$ cat src/rtl/pipe_ctrl_pkg.sv
// Shared types for the pipeline sequencing controller.
// Holds the controller state encoding and the EX forwarding select codes.
package pipe_ctrl_pkg;

    typedef enum logic [1:0] {
        RUN      = 2'b00,
        LU_STALL = 2'b01,
        MEM_WAIT = 2'b10,
        FAULT    = 2'b11
    } ctrl_state_t;

    localparam logic [1:0] FWD_REG = 2'b00;
    localparam logic [1:0] FWD_WB  = 2'b01;
    localparam logic [1:0] FWD_MEM = 2'b10;

endpackage

$ cat src/rtl/hazard_fwd_unit.sv
// Combinational load-use hazard detection and EX operand forwarding selects.
// Ports: ID/EX/MEM/WB register indices and write flags in; luhaz, fwd_a, fwd_b out.
module hazard_fwd_unit
    import pipe_ctrl_pkg::*;
#(
    parameter int REG_W = 5
) (
    input  logic [REG_W-1:0] id_rs,
    input  logic [REG_W-1:0] id_rt,
    input  logic             id_uses_rt,
    input  logic [REG_W-1:0] ex_rs,
    input  logic [REG_W-1:0] ex_rt,
    input  logic [REG_W-1:0] ex_wReg,
    input  logic             ex_reg_write,
    input  logic             ex_mem_read,
    input  logic [REG_W-1:0] mem_wReg,
    input  logic             mem_reg_write,
    input  logic [REG_W-1:0] wb_wReg,
    input  logic             wb_reg_write,
    output logic             luhaz,
    output logic [1:0]       fwd_a,
    output logic [1:0]       fwd_b
);

    // MEM is the younger producer, so it wins over WB.
    function automatic logic [1:0] fwd_sel(input logic [REG_W-1:0] src);
        if (mem_reg_write && mem_wReg != '0 && mem_wReg == src)
            return FWD_MEM;
        else if (wb_reg_write && wb_wReg != '0 && wb_wReg == src)
            return FWD_WB;
        else
            return FWD_REG;
    endfunction

    logic ex_load;

    assign ex_load = ex_mem_read && ex_reg_write && ex_wReg != '0;

    assign luhaz = ex_load &&
                   (ex_wReg == id_rs || (id_uses_rt && ex_wReg == id_rt));

    assign fwd_a = fwd_sel(ex_rs);
    assign fwd_b = fwd_sel(ex_rt);

endmodule

$ cat src/rtl/pipe_hazard_ctrl.sv
// Pipeline sequencing controller: load-use stall, branch flush, memory freeze.
// Ports: hazard/handshake inputs in; stage enables, flush/bubble, fwd selects, stall_cnt, fault out.
module pipe_hazard_ctrl
    import pipe_ctrl_pkg::*;
#(
    parameter int REG_W   = 5,
    parameter int TIMEOUT = 64,
    parameter int CNT_W   = 16
) (
    input  logic             clk,
    input  logic             rst_n,
    input  logic [REG_W-1:0] id_rs,
    input  logic [REG_W-1:0] id_rt,
    input  logic             id_uses_rt,
    input  logic [REG_W-1:0] ex_rs,
    input  logic [REG_W-1:0] ex_rt,
    input  logic [REG_W-1:0] ex_wReg,
    input  logic             ex_reg_write,
    input  logic             ex_mem_read,
    input  logic [REG_W-1:0] mem_wReg,
    input  logic             mem_reg_write,
    input  logic [REG_W-1:0] wb_wReg,
    input  logic             wb_reg_write,
    input  logic             branch_taken,
    input  logic             dmem_req,
    input  logic             dmem_ready,
    output logic             pc_write,
    output logic             ifid_write,
    output logic             ifid_flush,
    output logic             idex_bubble,
    output logic             exmem_write,
    output logic             memwb_bubble,
    output logic [1:0]       fwd_a,
    output logic [1:0]       fwd_b,
    output logic [CNT_W-1:0] stall_cnt,
    output logic             fault
);

    localparam int WAIT_W = (TIMEOUT > 2) ? $clog2(TIMEOUT) : 1;
    localparam logic [WAIT_W-1:0] WAIT_TOP = WAIT_W'(TIMEOUT - 1);

    ctrl_state_t       state, nxt;
    logic [WAIT_W-1:0] wait_cnt;
    logic              wait_inc;
    logic              memstall;
    logic              luhaz;
    logic [1:0]        fwd_a_raw, fwd_b_raw;

    hazard_fwd_unit #(.REG_W(REG_W)) u_hfu (
        .id_rs         (id_rs),
        .id_rt         (id_rt),
        .id_uses_rt    (id_uses_rt),
        .ex_rs         (ex_rs),
        .ex_rt         (ex_rt),
        .ex_wReg       (ex_wReg),
        .ex_reg_write  (ex_reg_write),
        .ex_mem_read   (ex_mem_read),
        .mem_wReg      (mem_wReg),
        .mem_reg_write (mem_reg_write),
        .wb_wReg       (wb_wReg),
        .wb_reg_write  (wb_reg_write),
        .luhaz         (luhaz),
        .fwd_a         (fwd_a_raw),
        .fwd_b         (fwd_b_raw)
    );

    assign memstall = dmem_req && !dmem_ready;

    // Outputs fall back to RUN idle values while reset is held.
    assign fwd_a = rst_n ? fwd_a_raw : FWD_REG;
    assign fwd_b = rst_n ? fwd_b_raw : FWD_REG;

    always_comb begin
        nxt          = state;
        wait_inc     = 1'b0;
        pc_write     = 1'b1;
        ifid_write   = 1'b1;
        ifid_flush   = 1'b0;
        idex_bubble  = 1'b0;
        exmem_write  = 1'b1;
        memwb_bubble = 1'b0;
        if (rst_n) begin
            unique case (state)
                RUN: begin
                    if (memstall) begin
                        pc_write     = 1'b0;
                        ifid_write   = 1'b0;
                        exmem_write  = 1'b0;
                        memwb_bubble = 1'b1;
                        nxt          = MEM_WAIT;
                    end else if (luhaz) begin
                        pc_write    = 1'b0;
                        ifid_write  = 1'b0;
                        idex_bubble = 1'b1;
                        nxt         = LU_STALL;
                    end else begin
                        ifid_flush = branch_taken;
                    end
                end
                LU_STALL: begin
                    if (memstall) begin
                        pc_write     = 1'b0;
                        ifid_write   = 1'b0;
                        exmem_write  = 1'b0;
                        memwb_bubble = 1'b1;
                        nxt          = MEM_WAIT;
                    end else begin
                        ifid_flush = branch_taken;
                        nxt        = RUN;
                    end
                end
                MEM_WAIT: begin
                    if (memstall) begin
                        pc_write     = 1'b0;
                        ifid_write   = 1'b0;
                        exmem_write  = 1'b0;
                        memwb_bubble = 1'b1;
                        if (wait_cnt == WAIT_TOP)
                            nxt = FAULT;
                        else
                            wait_inc = 1'b1;
                    end else begin
                        nxt = RUN;
                    end
                end
                FAULT: begin
                    pc_write     = 1'b0;
                    ifid_write   = 1'b0;
                    exmem_write  = 1'b0;
                    memwb_bubble = 1'b1;
                end
            endcase
        end
    end

    always_ff @(posedge clk or negedge rst_n) begin
        if (!rst_n) begin
            state     <= RUN;
            wait_cnt  <= '0;
            stall_cnt <= '0;
            fault     <= 1'b0;
        end else begin
            state <= nxt;
            if (state != MEM_WAIT && nxt == MEM_WAIT)
                wait_cnt <= '0;
            else if (wait_inc)
                wait_cnt <= wait_cnt + WAIT_W'(1);
            if (!pc_write && stall_cnt != '1)
                stall_cnt <= stall_cnt + CNT_W'(1);
            if (nxt == FAULT)
                fault <= 1'b1;
        end
    end

endmodule

$ cat config.mk
export PLATFORM = sky130hd
export DESIGN_NAME = pipe_hazard_ctrl
export DESIGN_NICKNAME = d
export VERILOG_FILES = /design/src/rtl/pipe_ctrl_pkg.sv /design/src/rtl/hazard_fwd_unit.sv /design/src/rtl/pipe_hazard_ctrl.sv
export SDC_FILE = /design/constraint.sdc
export NUM_CORES = 1
export LEC_CHECK = 0
export ABC_AREA = 1
export CAP_MARGIN = 40
export CORE_MARGIN = 8
export CORE_UTILIZATION = 33
export DETAILED_ROUTE_END_ITERATION = 10
export PLACE_DENSITY = 0.61
export RECOVER_POWER = 25
export SETUP_SLACK_MARGIN = 0.15
export SYNTH_ARGS = -nofsm -noshare
export SYNTH_HDL_FRONTEND = slang
export SYNTH_SLANG_ARGS = --single-unit
$ cat constraint.sdc
create_clock -name clk -period 2.2 [get_ports clk]
set_clock_uncertainty 0.15 [all_clocks]
set_input_delay 0.44 -clock clk [delete_from_list [all_inputs] [get_ports clk]]
set_output_delay 0.44 -clock clk [all_outputs]
set_load 0.1 [all_outputs]
After elaboration in Yosys (flattened, before gate mapping)

Cells that the tools add are included.

Add/sub/neg operators: 2
Eq/ne operators: 14
Mux-type cells: 38
Reduce and logical (&&, ||, !) cells: 23

Operators by type and width:

| kind                                                 | count |
|---|---|
| equality test 5 bit                                  | 6 |
| 2-to-1 mux 1 bit                                     | 21 |
| 2-to-1 mux 2 bit                                     | 10 |
| adder 16 x 1 -> 16 bit (second input constant)       | 1 |
| inequality test 16 bit (second input constant)       | 1 |
| nonzero test 5 bit                                   | 3 |
| logical AND 1 bit                                    | 13 |
| 2-to-1 mux 6 bit                                     | 2 |
| equality test 2 bit (second input constant)          | 4 |
| adder 6 x 1 -> 6 bit (second input constant)         | 1 |
| equality test 6 bit (second input constant)          | 1 |
| case mux 1 bit (2 select lines)                      | 3 |
| case mux 2 bit (3 select lines)                      | 1 |
| case mux 1 bit (3 select lines)                      | 1 |
| OR reduction 3 bit                                   | 1 |
| equality test 2 x 1 -> 1 bit (second input constant) | 1 |
| zero test 1 bit                                      | 2 |
| zero test 2 bit                                      | 1 |
| inequality test 2 bit (second input constant)        | 1 |
| nonzero test 2 bit                                   | 1 |
| OR reduction 2 bit                                   | 1 |
| logical OR 1 bit                                     | 1 |

Register bits after elaboration: 25
Logic and storage cells: 81

Longest topological paths before layout

Gate-level depths: netlist (run 1).

Word-level depth: 11
Depth in mapped cells: 12

By module

Synthesis (run 1) repeated with hierarchy kept, for this count alone.

Cell total of the unflattened synthesis: 366
Area, all modules: 2253.4 um2

By module, submodules not included:

| module           | instances | cells an instance | area each (um2) | sequential area each (um2) |
|---|---|---|---|---|
| pipe_hazard_ctrl | 1         | 233               | 1680.4          | 625.6 |
| hazard_fwd_unit  | 1         | 133               | 573.0           | 0.0 |

Worst setup path after synthesis (run 1)

OpenSTA, ideal clock, no wires.

Path type: flip-flop to output port
Start: register state[0]
End: output port memwb_bubble
Arrival time: 4032 ps
Required time: 1610 ps
Setup slack: -2422 ps
Cell stages (with the launch flop): 4
Path buffers: 0
Path through: dfrtp_1 ha_1 o21ai_0 inv_1

Longest elaborated chain between the ends: 4

RTL lines:

| what                                              | RTL line                | RTL |
|---|---|---|
| start: declaration                                | pipe_hazard_ctrl.sv:42  | `ctrl_state_t state, nxt;` |
| start signal: assignment                          | pipe_hazard_ctrl.sv:143 | `state <= nxt;` |
| equality test 2 bit, or another cell as far along | pipe_hazard_ctrl.sv:83  | `unique case (state)` |
| OR reduction 3 bit (no line)                      | --                      |  |
| case mux 1 bit (2 select lines) (*)               | pipe_hazard_ctrl.sv:83  |  |
| 2-to-1 mux 1 bit (*)                              | pipe_hazard_ctrl.sv:82  | `if (rst_n) begin` |
| end: declaration                                  | pipe_hazard_ctrl.sv:32  | `output logic memwb_bubble,` |

Mark *: on every way between the ends. The rest lies on a longest branch, timed or not.

Final worst setup path (run 1)

Start: input port ex_rs[2]
End: output port fwd_a[0]

Longest elaborated chain between the ends: 5

RTL lines:

| what                 | RTL line               | RTL |
|---|---|---|
| start: declaration   | pipe_hazard_ctrl.sv:15 | `input logic [REG_W-1:0] ex_rs,` |
| equality test 5 bit  | hazard_fwd_unit.sv:29  | `else if (wb_reg_write && wb_wReg != '0 && wb_wReg == src)` |
| logical AND 1 bit    | hazard_fwd_unit.sv:29  |  |
| 2-to-1 mux 1 bit     | hazard_fwd_unit.sv:29  |  |
| 2-to-1 mux 2 bit (*) | hazard_fwd_unit.sv:27  | `if (mem_reg_write && mem_wReg != '0 && mem_wReg == src)` |
| 2-to-1 mux 2 bit (*) | pipe_hazard_ctrl.sv:70 | `assign fwd_a = rst_n ? fwd_a_raw : FWD_REG;` |
| end: declaration     | pipe_hazard_ctrl.sv:33 | `output logic [1:0] fwd_a,` |

Marked as above.

==> results.cfg, run 1 <==
[pwr]
power_density_nw_per_um2 = 773
power_mw = 2.81
leakage_nw = 1.73
ir_drop_uv = 765

[grt]
grt_pass1_wl_um = 11300
antenna_found_initial = 0
grt_pass1_vias = 2362
grt_max_degree = 19
grt_usage = 0.141
overflow = 0

[timing]
worst_pin_slew_ns = 0.863
rsz0062_at_grt = yes
slew_headroom = 0.424
fin_crit_sh = 0.982
fmax_mhz = 463
fin_tns_setup_ns = 0
hold_viol_final = 0
final-max-slew-violation-count = 0
finalCriticalPeriod_ns = 2.16
setup_violations = 0

[clock_tree]
clk-insertion-delay-late_ns = 0.28
clkTransAtPathRegs_ns = 0.09
htreeDepth = 1
cts_root_buffer = clkbuf_8
clock-sinks = 25
cts_made_buffers = 3
cts_buffer_depth = 2
cts_tree = yes

[layout]
antenna-diode-count = 0
n_fill_cell = 587
nets = 475
layout.cells.non_filler = 499
syn_to_final_growth_pct = 69.0
finish.utilization = 0.573
drive_gt1_frac = 0.424

[detailed_routing]
viasPerCell = 4.72
met3_length_um = 277
drt_iter0_drc = 115
ant_nets = 0
drtPass1Iterations = 4
wl_um = 6700
routedWlPerCell_um = 13.4
vias = 2355
drc = 0
met2_length_um = 3200
wl_met1_um = 3140
top_layer = met4

[yosys]
async_flop_share = 1.00
syn_nets = 367
yosys.area.top_type = dfrtp_1
netlist_area_sq_um = 2150
netlist_top_cells_count = 92 x nand2_1, 38 x nor2_1, 37 x inv_1
syn_inst = 315
avgSynthCellArea_sq_um = 6.84
synth_seq_cells = 25
yosysMostFrequentCell = nand2_1
yosysSeqAreaShare = 0.290
synthDistinctLibCells = 27
synth_edf_count = 0
yosysWarnings = 0
synth_area_leaders = dfrtp_1 29%, nand2_1 16%, xor2_1 11%
synth_top_area_share = 0.290
synth_flop_cell = dfrtp_1

[die]
num_rows = 29
die_w_um = 96.8
pin_count = 72
die-area_sq_um = 9370
core_area_sq_um = 6350
fp.dieH_um = 96.8
initial_core_util = 0.339

[worst_setup_path]
worstPathArrival_ns = 1.57
startpoint = ex_rs[2]
end_kind = primary output
cp.required_ns = 1.61
startpoint_type = input port
r2r_start = state[1]
critical_path_class = input port to primary output
critPathMaxFanout = 2

[run]
cap_violations = 0

[placed_design]
routabilityCongestion = 0.887
dpl.hpwl_um = 5160
port_buffers = 71
dpl.cell_count = 481

[run_status]
status = finished, final reports clean

[worst_hold_path]
hp-start = fault
worst_hold_path_type = flop to flop
==> power breakdown <==
group | internal, mW | switching (mW) | total [mW]
Sequential | 0.543 | 0.0921 | 0.635
Combinational | 0.753 | 1.15 | 1.90
Clock | 0.127 | 0.154 | 0.281
Total | 1.42 | 1.39 | 2.81
==> metrics by stage <==
stage                     hold slack (ns)  setup slack [ns]  cell area (sq um)
final                               0.339            0.0399               3640
after floorplan                  -0.00559            -0.210               2300
after detailed placement            0.260            -0.541               3330
after global routing                0.398           -0.0752               3640
after CTS                           0.169           -0.0377               3480
after global placement              0.265            -0.508               3330
==> routing by layer <==
layer  GRT usage  vias to the layer above
li1            -                     1216
met1       0.182                     1076
met5           0                        -
met2       0.233                       58
met3      0.0235                        5
met4      0.0426                        0
==> placed cells by master, fill, tap and decap left out, types with 5 or more instances in the layout <==
cell	instances
nand2_1	78
nand3_1	18
dlygate4sd2_1	5
buf_4	47
nand4_1	19
xnor2_1	7
dfrtp_1	9
buf_8	6
inv_2	10
buf_12	13
nor2_1	30
buf_2	10
nand2_2	13
buf_6	18
inv_1	27
dfrtp_2	14
xor2_1	25
nor2_4	6
==> cells by family after synthesis <==
kind of cell    share of synthesized area
buf+inv                            0.0877
simple gates                        0.389
xor+xnor                            0.154
compound gates                     0.0377
flops                               0.290
fa+ha+maj                          0.0406
==> registers in the layout, summed over array words and instances (netlist names) <==
signal and flops:
fault 1, stall_cnt 16, state 2, wait_cnt 6
==> timing repair <==
action,in CTS,in global routing
pin swaps,53,43
hold buffers,1,0
gates cloned,0,0
setup endpoints to repair,33,9
endpoints found under the hold margin,5,0
setup buffers,10,3
gates resized for setup,184,52
==> worst max-delay path, stage by stage <==
cell and delay [ns]:
buf_8 0.10, buf_6 0.10, xor2_1 0.13, nor4_1 0.25, nand3_1 0.17, nor3_4 0.18, buf_12 0.20
==> final cells by class <==
cell class | count | area [sq um] | area share
multi-input combinational | 244 | 1620 | 0.445
tap | 77 | 96.3 | 0.0265
timing repair buffer | 109 | 1070 | 0.293
sequential | 25 | 651 | 0.179
inverter | 40 | 160 | 0.0440
clock buffer | 3 | 41.3 | 0.0113
clock inverter | 1 | 5.00 | 0.00137
==> worst paths after layout <==
path,endpoint,slack [ns],cells after the start
max,fwd_a[0],0.04,7
min,fault,0.34,1
max reg2reg,fault,0.25,11
min reg2reg,fault,0.34,1
max in group asynchronous,stall_cnt[1],0.79,3
min in group asynchronous,stall_cnt[8],0.48,3
(Power assumes the default switching activity.)
==> run 2: changes to the inputs <==
PLACE_DENSITY = 0.6   (was 0.61)
SYNTH_HIERARCHICAL = 1   (was not set)
==> results.cfg, run 2 <==
[die]
die_w_um = 98.6
num_rows = 30
fp.dieH_um = 98.6
initial_core_util = 0.335
die-area_sq_um = 9730
core_area_sq_um = 6720
pin_count = 72

[worst_setup_path]
critPathMaxFanout = 2
end_kind = primary output
cp.required_ns = 1.61
critical_path_class = input port to primary output
worstPathArrival_ns = 1.82
startpoint_type = input port

[run_status]
violations = setup timing
status = complete, but fails checks

[layout]
antenna-diode-count = 0
drive_gt1_frac = 0.423
final_common_cell = nand2_1
final_cell_mix = 120 x nand2_1, 40 x nor2_1, 31 x buf_6
syn_to_final_growth_pct = 72.8
reg_top3 = stall_cnt: 16 flops, wait_cnt: 6 flops, state: 2 flops
largest_reg_flops = 16
largest_register = stall_cnt
nets = 528

[yosys]
synthDistinctLibCells = 27
async_flop_share = 1.00
netlist_area_sq_um = 2250
syn_inst = 366
synth_edf_count = 0
yosysSeqAreaShare = 0.278
synth_area_leaders = dfrtp_1 28%, nand2_1 24%, nor2_1 8.3%
yosysWarnings = 6
yosysMostFrequentCell = nand2_1
synth_seq_cells = 25
avgSynthCellArea_sq_um = 6.16
synth_top_area_share = 0.278
yosys.area.top_type = dfrtp_1
netlist_top_cells_count = 144 x nand2_1, 50 x nor2_1, 48 x inv_1
syn_nets = 418
synth_flop_cell = dfrtp_1

[grt]
grt_pass1_wl_um = 10900
overflow = 0
grt_usage = 0.134
grt_max_degree = 23
antenna_found_initial = 0
grt_pass1_vias = 2436

[detailed_routing]
drtPass1Iterations = 4
met2_length_um = 3790
routedWlPerCell_um = 13.0
met3_length_um = 215
vias = 2582
viasPerCell = 4.65
drc = 0
drt_iter0_drc = 66
wl_um = 7190
top_layer = met4
ant_nets = 0
wl_met1_um = 3170

[timing]
hold_viol_final = 0
finalCriticalPeriod_ns = 2.41
fin_crit_sh = 1.09
worst_pin_slew_ns = 1.22
rsz0062_at_grt = yes
whs_ns = 0.155
slew_headroom = 0.185
setup_violations = 11
finalWorstSetupSlack_ns = -0.205
final-max-slew-violation-count = 0
fmax_mhz = 416

[clock_tree]
clkTransAtPathRegs_ns = 0.08
cts_root_buffer = clkbuf_8
htreeDepth = 1
clk-insertion-delay-late_ns = 0.27
cts_made_buffers = 3
clock-sinks = 25
cts_tree = yes
cts_buffer_depth = 2

[pwr]
power_mw = 2.85
power_density_nw_per_um2 = 733
ir_drop_uv = 833
leakage_nw = 1.93

[placed_design]
port_buffers = 71
dpl.hpwl_um = 5270
routabilityCongestion = 0.791

[run]
cap_violations = 0

[worst_hold_path]
worst_hold_path_type = input port to async pin
-- run 2: cell count changes after synthesis, moves of 4 or more --
| cell | previous run | this run |
|---|---|---|
| nand2_1 | 92 | 144 |
| xor2_1 | 27 | 10 |
| nand4_1 | 19 | 6 |
| nor2_1 | 38 | 50 |
| inv_1 | 37 | 48 |
| nor2_2 | 0 | 5 |
| nor4_1 | 5 | 0 |
| inv_2 | 3 | 7 |
-- run 2: cell type report --
cell class	instances	area [sq um]
clock buffers	4	45.0
fillers	608	2830
inverters	55	255
multi-input cells	282	1670
flip-flops and latches	25	636
well taps	80	100
repair buffers	108	1180
repair inverters	1	8.76
-- run 2: kinds of logic after synthesis --
kind of cell,synth area share
flip-flops,0.278
AO/OA/AOI/OAI,0.0422
adder cells (fa/ha/maj),0.0389
XOR/XNOR,0.0894
buffers and inverters,0.107
AND/OR/NAND/NOR,0.445
-- run 2: repair_timing --
item / 4_1_cts / 5_1_grt
endpoints found under the setup margin: 34 / 32
gates resized for setup: 201 / 84
hold buffers: 0 / 0
setup buffers: 11 / 5
cloned: 0 / 1
pin swaps: 55 / 46
-- run 2: worst max-delay path, cell delays in order --
cell and delay (ns):
buf_6 0.09, inv_8 0.02, nand2_2 0.05, nand2_1 0.05, nor2_1 0.09, nand3_1 0.12, a21oi_4 0.19, inv_2 0.07
nand2_4 0.08, nand2_4 0.06, a21oi_4 0.18, clkinvlp_4 0.16, buf_12 0.19
-- run 2: worst paths after layout --
check / cells after the start / from / slack, ns / end
min: 2 / rst_n / 0.15 / fault
max in group asynchronous: 3 / rst_n / 0.29 / stall_cnt[4]
min reg2reg: 1 / fault / 0.34 / fault
max: 13 / id_rs[0] / -0.21 / ifid_write
max reg2reg: 16 / state[1] / -0.10 / wait_cnt[2]
min in group clk: 1 / fault / 0.34 / fault
-- run 2: through the flow --
stage                     setup slack (ns)  instances  cell area [sq um]  utilization  TNS (ns)
after floorplan                     -0.499        366               2340            -    -0.869
after global placement              -0.756        534               3410        0.507    -15.76
after detailed placement            -0.782        534               3410        0.507    -16.51
after CTS                           -0.169        549               3550        0.528     -1.28
after global routing                -0.305        555               3890        0.580     -4.10
final                               -0.205        555               3890        0.580     -1.70
-- run 2: report_power, final --
part / switching (mW) / internal, mW / leakage, nW
registers: 0.104 / 0.552 / 0.328
logic: 1.20 / 0.722 / 1.58
clock network: 0.146 / 0.130 / 0.0228
total: 1.45 / 1.40 / 1.93
-- run 2: layer usage --
| metal | global-route usage | vias up |
|---|---|---|
| li1 | - | 1327 |
| met2 | 0.257 | 52 |
| met5 | 0 | - |
| met1 | 0.151 | 1201 |
| met4 | 0.0260 | 0 |
| met3 | 0.0218 | 2 |
